File: src/rtl/ysyx_22050710_npc_mc.sv
// Multi-cycle RV64I/RV32I NPC core with valid/ready imem and dmem handshakes.
// Optional commit trace outputs are enabled by defining NPC_COMMIT_TRACE_EN.
module ysyx_22050710_npc_mc #(
    parameter int XLEN = 64,
    parameter logic [XLEN-1:0] RESET_PC = XLEN'('h8000_0000)
) (
    input  logic                i_clk,
    input  logic                i_rst,
    output logic                o_imem_req_valid,
    input  logic                i_imem_req_ready,
    output logic [XLEN-1:0]     o_imem_addr,
    input  logic                i_imem_rsp_valid,
    input  logic [31:0]         i_imem_rdata,
    output logic                o_dmem_req_valid,
    input  logic                i_dmem_req_ready,
    output logic                o_dmem_wen,
    output logic [XLEN-1:0]     o_dmem_addr,
    output logic [XLEN-1:0]     o_dmem_wdata,
    output logic [XLEN/8-1:0]   o_dmem_wmask,
    input  logic                i_dmem_rsp_valid,
    input  logic [XLEN-1:0]     i_dmem_rdata,
`ifdef NPC_COMMIT_TRACE_EN
    output logic                o_commit_valid,
    output logic [XLEN-1:0]     o_commit_pc,
    output logic [31:0]         o_commit_inst,
    output logic [4:0]          o_commit_rd,
    output logic [XLEN-1:0]     o_commit_wdata,
`endif
    output logic [XLEN-1:0]     o_pc,
    output logic                o_halt,
    output logic [1:0]          o_halt_code
);
    // state   | meaning
    // FETCH   | imem request outstanding until ready
    // WAIT_I  | waiting for instruction word
    // EXEC    | decode/execute latched instruction
    // MEM_REQ | dmem request held until ready
    // WAIT_D  | waiting for load data / store ack
    // HALT    | ebreak or trap, absorbing until reset
    localparam int NB   = XLEN / 8;
    localparam int OFFW = $clog2(NB);

    localparam logic [2:0] S_FETCH   = 3'd0;
    localparam logic [2:0] S_WAIT_I  = 3'd1;
    localparam logic [2:0] S_EXEC    = 3'd2;
    localparam logic [2:0] S_MEM_REQ = 3'd3;
    localparam logic [2:0] S_WAIT_D  = 3'd4;
    localparam logic [2:0] S_HALT    = 3'd5;

    localparam logic [6:0] OP_LUI    = 7'b0110111;
    localparam logic [6:0] OP_AUIPC  = 7'b0010111;
    localparam logic [6:0] OP_JAL    = 7'b1101111;
    localparam logic [6:0] OP_JALR   = 7'b1100111;
    localparam logic [6:0] OP_BRANCH = 7'b1100011;
    localparam logic [6:0] OP_LOAD   = 7'b0000011;
    localparam logic [6:0] OP_STORE  = 7'b0100011;
    localparam logic [6:0] OP_IMM    = 7'b0010011;
    localparam logic [6:0] OP_OP     = 7'b0110011;
    localparam logic [6:0] OP_IMM32  = 7'b0011011;
    localparam logic [6:0] OP_OP32   = 7'b0111011;

    logic [2:0]      state;
    logic [XLEN-1:0] pc;
    logic [31:0]     inst;
    logic [1:0]      halt_code;
    logic [XLEN-1:0] gpr [32];

    logic [6:0]      opcode;
    logic [4:0]      rd, rs1_idx, rs2_idx;
    logic [2:0]      funct3;
    logic [XLEN-1:0] rs1, rs2;
    logic [XLEN-1:0] imm_i, imm_s, imm_b, imm_u, imm_j;

    assign opcode  = inst[6:0];
    assign rd      = inst[11:7];
    assign funct3  = inst[14:12];
    assign rs1_idx = inst[19:15];
    assign rs2_idx = inst[24:20];
    assign rs1     = (rs1_idx == 5'd0) ? '0 : gpr[rs1_idx];
    assign rs2     = (rs2_idx == 5'd0) ? '0 : gpr[rs2_idx];

    assign imm_i = XLEN'($signed(inst[31:20]));
    assign imm_s = XLEN'($signed({inst[31:25], inst[11:7]}));
    assign imm_b = XLEN'($signed({inst[31], inst[7], inst[30:25], inst[11:8], 1'b0}));
    assign imm_u = XLEN'($signed({inst[31:12], 12'b0}));
    assign imm_j = XLEN'($signed({inst[31], inst[19:12], inst[20], inst[30:21], 1'b0}));

    logic is_load, is_store, is_mem, is_ebreak, is_reg_op;
    assign is_load   = (opcode == OP_LOAD);
    assign is_store  = (opcode == OP_STORE);
    assign is_mem    = is_load | is_store;
    assign is_ebreak = (inst == 32'h0010_0073);
    assign is_reg_op = (opcode == OP_OP) | (opcode == OP_OP32);

    // exu: full-width and 32-bit (W) results computed side by side
    logic [XLEN-1:0] alu_b, alu_res;
    logic [5:0]      shamt;
    logic [31:0]     w_res;
    logic            sub;

    always_comb begin
        alu_b   = is_reg_op ? rs2 : imm_i;
        shamt   = (XLEN == 64) ? alu_b[5:0] : {1'b0, alu_b[4:0]};
        sub     = is_reg_op & inst[30];
        alu_res = '0;
        w_res   = '0;
        case (funct3)
            3'b000:  alu_res = sub ? rs1 - alu_b : rs1 + alu_b;
            3'b001:  alu_res = rs1 << shamt;
            3'b010:  alu_res = XLEN'($signed(rs1) < $signed(alu_b));
            3'b011:  alu_res = XLEN'(rs1 < alu_b);
            3'b100:  alu_res = rs1 ^ alu_b;
            3'b101:  alu_res = inst[30] ? XLEN'($signed(rs1) >>> shamt) : rs1 >> shamt;
            3'b110:  alu_res = rs1 | alu_b;
            default: alu_res = rs1 & alu_b;
        endcase
        case (funct3)
            3'b000:  w_res = sub ? rs1[31:0] - alu_b[31:0] : rs1[31:0] + alu_b[31:0];
            3'b001:  w_res = rs1[31:0] << shamt[4:0];
            3'b101:  w_res = inst[30] ? 32'($signed(rs1[31:0]) >>> shamt[4:0])
                                      : rs1[31:0] >> shamt[4:0];
            default: w_res = '0;
        endcase
    end

    logic br_taken;
    always_comb begin
        case (funct3)
            3'b000:  br_taken = (rs1 == rs2);
            3'b001:  br_taken = (rs1 != rs2);
            3'b100:  br_taken = ($signed(rs1) < $signed(rs2));
            3'b101:  br_taken = ($signed(rs1) >= $signed(rs2));
            3'b110:  br_taken = (rs1 < rs2);
            3'b111:  br_taken = (rs1 >= rs2);
            default: br_taken = 1'b0;
        endcase
    end

    // Memory address, lane placement and trap detection
    logic [XLEN-1:0] eff_addr, ld_shift, ld_data;
    logic [OFFW-1:0] off;
    logic [NB-1:0]   size_mask;
    logic            misaligned, mem_illegal, mem_trap;

    assign eff_addr = rs1 + (is_store ? imm_s : imm_i);
    assign off      = eff_addr[OFFW-1:0];
    assign ld_shift = i_dmem_rdata >> {off, 3'b000};

    always_comb begin
        case (funct3[1:0])
            2'd0:    begin misaligned = 1'b0;            size_mask = NB'(8'h01); end
            2'd1:    begin misaligned = eff_addr[0];     size_mask = NB'(8'h03); end
            2'd2:    begin misaligned = |eff_addr[1:0];  size_mask = NB'(8'h0F); end
            default: begin misaligned = |eff_addr[2:0];  size_mask = NB'(8'hFF); end
        endcase
        if (is_load)
            mem_illegal = (funct3 == 3'b111) ||
                          ((XLEN == 32) && (funct3 == 3'b011 || funct3 == 3'b110));
        else if (is_store)
            mem_illegal = funct3[2] || ((XLEN == 32) && (funct3[1:0] == 2'b11));
        else
            mem_illegal = 1'b0;
        mem_trap = is_mem & (misaligned | mem_illegal);
        case (funct3)
            3'b000:  ld_data = XLEN'($signed(ld_shift[7:0]));
            3'b001:  ld_data = XLEN'($signed(ld_shift[15:0]));
            3'b010:  ld_data = XLEN'($signed(ld_shift[31:0]));
            3'b100:  ld_data = XLEN'(ld_shift[7:0]);
            3'b101:  ld_data = XLEN'(ld_shift[15:0]);
            3'b110:  ld_data = XLEN'(ld_shift[31:0]);
            default: ld_data = ld_shift;
        endcase
    end

    // idu: write-back select and next-PC operand select
    logic            wb_en, pc_a_src, pc_b_src;
    logic [XLEN-1:0] wb_data, next_pc;

    always_comb begin
        wb_en    = 1'b0;
        wb_data  = alu_res;
        pc_a_src = 1'b0;
        pc_b_src = 1'b0;
        case (opcode)
            OP_LUI:    begin wb_en = 1'b1; wb_data = imm_u; end
            OP_AUIPC:  begin wb_en = 1'b1; wb_data = pc + imm_u; end
            OP_JAL:    begin wb_en = 1'b1; wb_data = pc + XLEN'(4); pc_a_src = 1'b1; end
            OP_JALR:   begin
                wb_en    = 1'b1;
                wb_data  = pc + XLEN'(4);
                pc_a_src = 1'b1;
                pc_b_src = 1'b1;
            end
            OP_BRANCH: pc_a_src = br_taken;
            OP_LOAD:   begin wb_en = 1'b1; wb_data = ld_data; end
            OP_IMM, OP_OP: wb_en = 1'b1;
            OP_IMM32, OP_OP32: begin
                wb_en   = (XLEN == 64);
                wb_data = XLEN'($signed(w_res));
            end
            default: ;
        endcase
        next_pc = (pc_b_src ? rs1 : pc) +
                  (pc_a_src ? ((opcode == OP_JAL) ? imm_j :
                               (opcode == OP_JALR) ? imm_i : imm_b) : XLEN'(4));
        if (opcode == OP_JALR)
            next_pc[0] = 1'b0;
    end

    logic commit;
    assign commit = ~i_rst &
                    (((state == S_EXEC) & ~is_ebreak & ~is_mem) |
                     ((state == S_WAIT_D) & i_dmem_rsp_valid));

    always_ff @(posedge i_clk) begin
        if (i_rst) begin
            state     <= S_FETCH;
            pc        <= RESET_PC;
            inst      <= '0;
            halt_code <= 2'd0;
        end else begin
            case (state)
                S_FETCH:  if (i_imem_req_ready) state <= S_WAIT_I;
                S_WAIT_I: if (i_imem_rsp_valid) begin
                    inst  <= i_imem_rdata;
                    state <= S_EXEC;
                end
                S_EXEC: begin
                    if (is_ebreak) begin
                        state     <= S_HALT;
                        halt_code <= 2'd1;
                    end else if (mem_trap) begin
                        state     <= S_HALT;
                        halt_code <= 2'd2;
                    end else if (is_mem) begin
                        state <= S_MEM_REQ;
                    end else begin
                        pc    <= next_pc;
                        state <= S_FETCH;
                    end
                end
                S_MEM_REQ: if (i_dmem_req_ready) state <= S_WAIT_D;
                S_WAIT_D:  if (i_dmem_rsp_valid) begin
                    pc    <= next_pc;
                    state <= S_FETCH;
                end
                S_HALT:  ;
                default: state <= S_FETCH;
            endcase
        end
    end

    always_ff @(posedge i_clk) begin
        if (commit && wb_en && rd != 5'd0)
            gpr[rd] <= wb_data;
    end

`ifdef NPC_COMMIT_TRACE_EN
    logic trace_evt;
    assign trace_evt = commit | (~i_rst & (state == S_EXEC) & is_ebreak);

    always_ff @(posedge i_clk) begin
        if (i_rst) begin
            o_commit_valid <= 1'b0;
            o_commit_pc    <= '0;
            o_commit_inst  <= '0;
            o_commit_rd    <= '0;
            o_commit_wdata <= '0;
        end else begin
            o_commit_valid <= trace_evt;
            if (trace_evt) begin
                o_commit_pc    <= pc;
                o_commit_inst  <= inst;
                o_commit_rd    <= (commit && wb_en) ? rd : 5'd0;
                o_commit_wdata <= (commit && wb_en && rd != 5'd0) ? wb_data : '0;
            end
        end
    end
`endif

    assign o_imem_req_valid = (state == S_FETCH);
    assign o_imem_addr      = pc;
    assign o_dmem_req_valid = (state == S_MEM_REQ);
    assign o_dmem_wen       = (state == S_MEM_REQ) & is_store;
    assign o_dmem_addr      = eff_addr & ~XLEN'(NB - 1);
    assign o_dmem_wdata     = rs2 << {off, 3'b000};
    assign o_dmem_wmask     = ((state == S_MEM_REQ) & is_store) ? (size_mask << off) : '0;
    assign o_pc             = pc;
    assign o_halt           = (state == S_HALT);
    assign o_halt_code      = halt_code;
endmodule

File: config.mk
export PLATFORM = sky130hd
export DESIGN_NAME = ysyx_22050710_npc_mc
export DESIGN_NICKNAME = d
export VERILOG_FILES = /design/src/rtl/ysyx_22050710_npc_mc.sv
export SDC_FILE = /design/constraint.sdc
export NUM_CORES = 2
export LEC_CHECK = 0
export CORE_ASPECT_RATIO = 1.75
export CORE_MARGIN = 2
export CORE_UTILIZATION = 30
export DETAILED_ROUTE_END_ITERATION = 10
export GPL_TIMING_DRIVEN = 0
export PLACE_DENSITY = 0.44
export SYNTH_ARGS = -nofsm -noshare
export SYNTH_HDL_FRONTEND = slang
export SYNTH_SLANG_ARGS = --single-unit
File: constraint.sdc
create_clock -name i_clk -period 13.01 [get_ports i_clk]
set_clock_uncertainty 0.2 [all_clocks]
set_input_delay 1.9515 -clock i_clk [delete_from_list [all_inputs] [get_ports i_clk]]
set_output_delay 1.9515 -clock i_clk [all_outputs]
set_load 0.005 [all_outputs]
==> summary.md, run 1 <==
| Metric | Value |
|---|---|
| DP Area | `0.166 mm^2` |
| Post-synth EDFFs | `2,048` |
| Post-Syn Area | `0.142 mm^2` |
| Synth top area share | `0.432` |
| Vias in the first global route | `168,000` |
| Area leader, netlist | `edfxtp_1` |
| Pin count of the biggest net entering global routing | `66` |
| Die H | `915 um` |
| Synthesized area per cell | `12.0 um^2` |
| GRT Total Usage | `0.679` |
| Register area share after synthesis | `0.448` |
| CTS H-tree depth | `4` |
| Dpl hpwl | `1120 mm` |
| Post-synthesis cell count | `11,900` |
| Die W | `525 um` |
| Root Driver | `clkbuf_16` |
| First-pass GRT wire length | `2180 mm` |
| Hold Buf Count CTS | `0` |
| IO Pins | `372` |
| Most used flip-flop cell after synthesis | `edfxtp_1` |
| Row count | `334` |
| FFs w/ async S/R, synth | `0` |
| GRT overflow | `2,010` |
| Clock sink count | `2,159` |
| Initial Utilization | `0.301` |
| #FFs+latches synth | `2,159` |
| Deepest clock path buffer count | `4` |
| PortBufs | `368` |
| Post-synth cell types | `113` |
| Status | `stopped before the end` |
| TritonCTS Buffers | `214` |
| Yosys warnings | `0` |
| Failed at | `global routing (5_1_grt)` |
| GPL Wtd Cong | `1.25` |
| Top cells by area, synth | `edfxtp_1 43%, mux4_2 16%, mux2i_1 5.1%` |
| First Err | `[ERROR GRT-0116] Global routing finished with congestion. Check the congestion regions in the DRC Viewer.` |
## metal layers
layer,GRT overflow,track usage
met5,4,0.171
met4,818,0.722
met3,45,0.441
met2,1125,0.901
met1,18,0.671
## synthesized netlist by cell type, drive strengths merged, types with 67 or more instances
master,instances
o21bai,67
xnor2,191
nor2,727
mux2,160
mux4,995
nand3,256
o21ai,658
o211ai,143
nand2b,72
xor2,89
dfxtp,111
nor2b,89
and3,67
a31oi,112
o22ai,119
nand4,111
a21o,219
mux2i,725
a21oi,843
edfxtp,2048
a211oi,147
nand2,947
clkbuf,469
buf,480
a22oi,215
ha,466
nor3,172
inv,261
## logic make-up after synthesis
group	count (synthesis)	share of synthesized area
AOI/OAI and AO/OA	3159	0.145
and+or+nand+nor	2721	0.0882
DFF	2159	0.448
muxes	1880	0.221
buffers and inverters	1221	0.0386
adders and majority gates	472	0.0418
xor gates and xnor gates	280	0.0173
other	1	0.0000264
## per-stage QoR
stage | setup slack [ns] | cells | hold slack [ns] | TNS [ns] | util
CTS | 0.00621 | 19500 | 0.273 | 0 | 0.369
detailed placement | -5.91 | 19100 | 0.260 | -4464.45 | 0.351
global placement | -20.31 | 18500 | 0.256 | - | 0.326
floorplan | 2.21 | 12000 | 0.245 | 0 | -
## timing repair
| item | CTS |
|---|---|
| setup endpoints to repair | 2242 |
| pin swaps | 8 |
| resized for setup | 447 |
| setup buffers | 32 |
==> run 2, diff against run 1 <==
--- a/config.mk
+++ b/config.mk
@@ -5,12 +5,11 @@
 export SDC_FILE = /design/constraint.sdc
 export NUM_CORES = 2
 export LEC_CHECK = 0
-export CORE_ASPECT_RATIO = 1.75
 export CORE_MARGIN = 2
-export CORE_UTILIZATION = 30
+export CORE_UTILIZATION = 20
 export DETAILED_ROUTE_END_ITERATION = 10
 export GPL_TIMING_DRIVEN = 0
-export PLACE_DENSITY = 0.44
+export PLACE_DENSITY_LB_ADDON = 0.15
 export SYNTH_ARGS = -nofsm -noshare
 export SYNTH_HDL_FRONTEND = slang
 export SYNTH_SLANG_ARGS = --single-unit
==> run 2 against run 1 <==
Against the previous run: area after synthesis unchanged; the flow now finishes, with violations (max-capacitance violations, max-slew violations, negative setup slack); synthesized cell count unchanged.
==> summary.md, run 2 <==
| Metric | Value |
|---|---|
| Status | `finished with violations` |
| Failing checks | `max-capacitance violations, max-slew violations, negative setup slack` |
| Synthesized area per cell | `12.0 um^2 (unchanged)` |
| Post-Route WL | `1210 mm` |
| Setup crit end | `gpr[6][56]$_DFFE_PP_` |
| FFs w/ async S/R, synth | `0 (unchanged)` |
| Post-synth EDFFs | `2,048 (unchanged)` |
| PortBufs | `368 (unchanged)` |
| DR iter-0 viols | `23,000` |
| Fin crit share | `1.03` |
| CTS H-tree depth | `5 (+1)` |
| Reg2reg end | `gpr[6][56]$_DFFE_PP_` |
| Worst setup SP type | `register` |
| Drt via density | `5.92` |
| Max reg flops | `2,048` |
| Final-report setup violation count | `166` |
| Final Max Tran Viols | `287` |
| Row count | `309 (-7.5%)` |
| WL met3 | `133 mm` |
| Initial antenna violation count | `187` |
| Critical Path RT | `13.53 ns` |
| Commonest cells in the netlist | `2,048 x edfxtp_1, 995 x mux4_2, 947 x nand2_1` |
| DRT Pass-1 Iters | `9` |
| Commonest cells after routing, fill and taps aside | `2,048 x edfxtp_1, 995 x mux4_2, 913 x nand2_1` |
| Clk slew on worst S/H paths | `0.06 ns` |
| Worst r2r path cells | `25` |
| First-pass GRT wire length | `1500 mm` |
| R2R Setup Slk | `-0.45 ns` |
| Top Metal Used | `met5` |
| R2r startpoint | `inst[22]$_SDFFE_PP0P_` |
| Slew headroom | `-0.159` |
| Hold Buf Count CTS | `0 (unchanged)` |
| Most common cell after layout, fill and taps aside | `edfxtp_1` |
| Post-synthesis cell count | `11,900 (unchanged)` |
| Slew @ Worst Pin | `1.74 ns` |
| DR vias | `136,000` |
| CTS tree | `done` |
| Fmax | `0.0743 GHz` |
| Layout area overhead | `25.5%` |
| Post-synth cell types | `113 (unchanged)` |
| #FFs+latches synth | `2,159 (unchanged)` |
| Clock latency on the worst-skew pair | `1.01 ns` |
| Met2 wire len | `501 mm` |
| Yosys warnings | `0 (unchanged)` |
| Crit-path slowest cell | `or4_1` |
| RSZ-0062 raised after global routing | `no` |
| Worst endpoint data arrival time | `13.98 ns` |
| Lkg Pwr | `59.5 nW` |
| IO Pins | `372 (unchanged)` |
| CORE AREA | `0.708 mm^2` |
| Stages on worst setup path | `25` |
| Most used flip-flop cell after synthesis | `edfxtp_1` |
| Worst hold slack | `0.270 ns` |
| Die H | `847 um (-7.4%)` |
| Dpl hpwl | `960 mm (-14%)` |
| Top cells by area, synth | `edfxtp_1 43%, mux4_2 16%, mux2i_1 5.1%` |
| Peak VDD IR | `0.000155 V` |
| GRT overflow | `0` |
| Clock sink count | `2,159 (unchanged)` |
| Setup crit end kind | `register` |
| # fillers | `74,900` |
| Synth top area share | `0.432 (unchanged)` |
| Deepest clock path buffer count | `4 (unchanged)` |
| Final Hold Fails | `0` |
| Maxcap violations | `40` |
| Root Driver | `clkbuf_16` |
| Final net count | `13,700` |
| GRT Total Usage | `0.325` |
| WP buf/inv | `7` |
| Final worst slack | `-0.453 ns` |
| Power per cell area | `139 mW/mm^2` |
| Routed len/inst | `52.9 um` |
| Post-DRT Antenna Nets | `0` |
| Die W | `847 um (+62%)` |
| Die ar. | `0.718 mm^2` |
| Post-Syn Area | `0.142 mm^2 (unchanged)` |
| DRC viols | `0` |
| CP Max Fanout | `15` |
| Top cell family by delay on the critical path | `compound AO/OA/AOI/OAI gates` |
| M1 wire length | `470 mm` |
| Area leader, netlist | `edfxtp_1` |
| Pin count of the biggest net entering global routing | `62` |
| Largest Register | `gpr` |
| Critical Path Max Stage Delay | `1.02 ns` |
| Initial Utilization | `0.201 (-0.100)` |
| GPL Wtd Cong | `1.06 (-15%)` |
| Vias in the first global route | `124,000` |
| Kind of critical path | `reg -> reg` |
| Worst min-delay path class | `reg -> reg` |
| TritonCTS Buffers | `276 (+29%)` |
| Register area share after synthesis | `0.448 (unchanged)` |
| Most frequent cell after synthesis | `edfxtp_1` |
| Share of cells above drive strength 1 | `0.226` |
| Dpl ws | `-5.95 ns (-0.0444 ns)` |
| Critical Path Source | `inst[22]$_SDFFE_PP0P_` |
| Final Critical Period | `13.46 ns` |
run 2: per-layer routing:
metal | global-route usage | up-vias
met5 | 0.0000661 | -
met4 | 0.241 | 86
met3 | 0.105 | 2771
met2 | 0.467 | 10900
met1 | 0.406 | 72200
li1 | - | 49800
run 2: cell type report:
class | instances | area, um^2 | area share
inverter | 272 | 1070 | 0.00602
clock inverter | 148 | 1440 | 0.00804
buffer | 939 | 5310 | 0.0297
multi-input combinational | 8579 | 75200 | 0.421
clock buffer | 338 | 7290 | 0.0408
antenna | 138 | 345 | 0.00193
tap | 9485 | 11900 | 0.0665
sequential | 2159 | 63700 | 0.357
timing repair buffer | 862 | 12300 | 0.0686
run 2: kinds of logic after synthesis:
| logic type | Yosys count | share of synthesized area |
|---|---|---|
| AO/OA/AOI/OAI | 3159 | 0.145 |
| AND/OR/NAND/NOR | 2721 | 0.0882 |
| flip-flops | 2159 | 0.448 |
| multiplexers | 1880 | 0.221 |
| buffers and inverters | 1221 | 0.0386 |
| adder cells (fa/ha/maj) | 472 | 0.0418 |
| XOR/XNOR | 280 | 0.0173 |
| other | 1 | 0.0000264 |
run 2: metrics by stage:
step                utilization  area, um^2  TNS (ns)  cells  power (mW)
floorplan                     -      142000         0  12000        11.5
global placement          0.223      158000         -  21800        16.1
detailed placement        0.237      168000  -4355.53  22300        16.5
CTS                       0.251      178000         0  22800        24.2
global route              0.252      178000         0  22800        24.9
finish                    0.252      179000    -28.76  22900        24.8
run 2: worst min path at each step:
| stage | startpoint | endpoint | depth (start not counted) |
|---|---|---|---|
| final | o_halt_code[1]$_SDFFE_PP0P_ | o_halt_code[1]$_SDFFE_PP0P_ | 2 |
| after global routing | o_halt_code[1]$_SDFFE_PP0P_ | o_halt_code[1]$_SDFFE_PP0P_ | 2 |
| after CTS | o_halt_code[1]$_SDFFE_PP0P_ | o_halt_code[1]$_SDFFE_PP0P_ | 2 |
| after detailed placement | o_halt_code[1]$_SDFFE_PP0P_ | o_halt_code[1]$_SDFFE_PP0P_ | 2 |
| after global placement | o_halt_code[1]$_SDFFE_PP0P_ | o_halt_code[1]$_SDFFE_PP0P_ | 2 |
| after floorplan | inst[9]$_SDFFE_PP0P_ | inst[9]$_SDFFE_PP0P_ | 2 |
run 2: where the power goes:
part / internal [mW] / switching, mW / total (mW)
combinational: 2.35 / 6.61 / 8.96
sequential: 8.03 / 0.0470 / 8.08
clock: 4.38 / 3.35 / 7.73
total: 14.8 / 10.0 / 24.8
run 2: tightest hold or removal path, delay by kind of cell (launching register included):
family / cells / cell delay, ns
AO/OA/AOI/OAI: 1 / 0.06
AND/OR/NAND/NOR: 1 / 0.05
flip-flops: 1 / 0.31
run 2: what timing repair did:
action / 4_1_cts / 5_1_grt
pin swaps: 14 / 6
buffers inserted: 35 / 3
gates resized for setup: 437 / 55
endpoints found under the setup margin: 2177 / 322
Note: power is estimated with default switching activity, not from simulation.
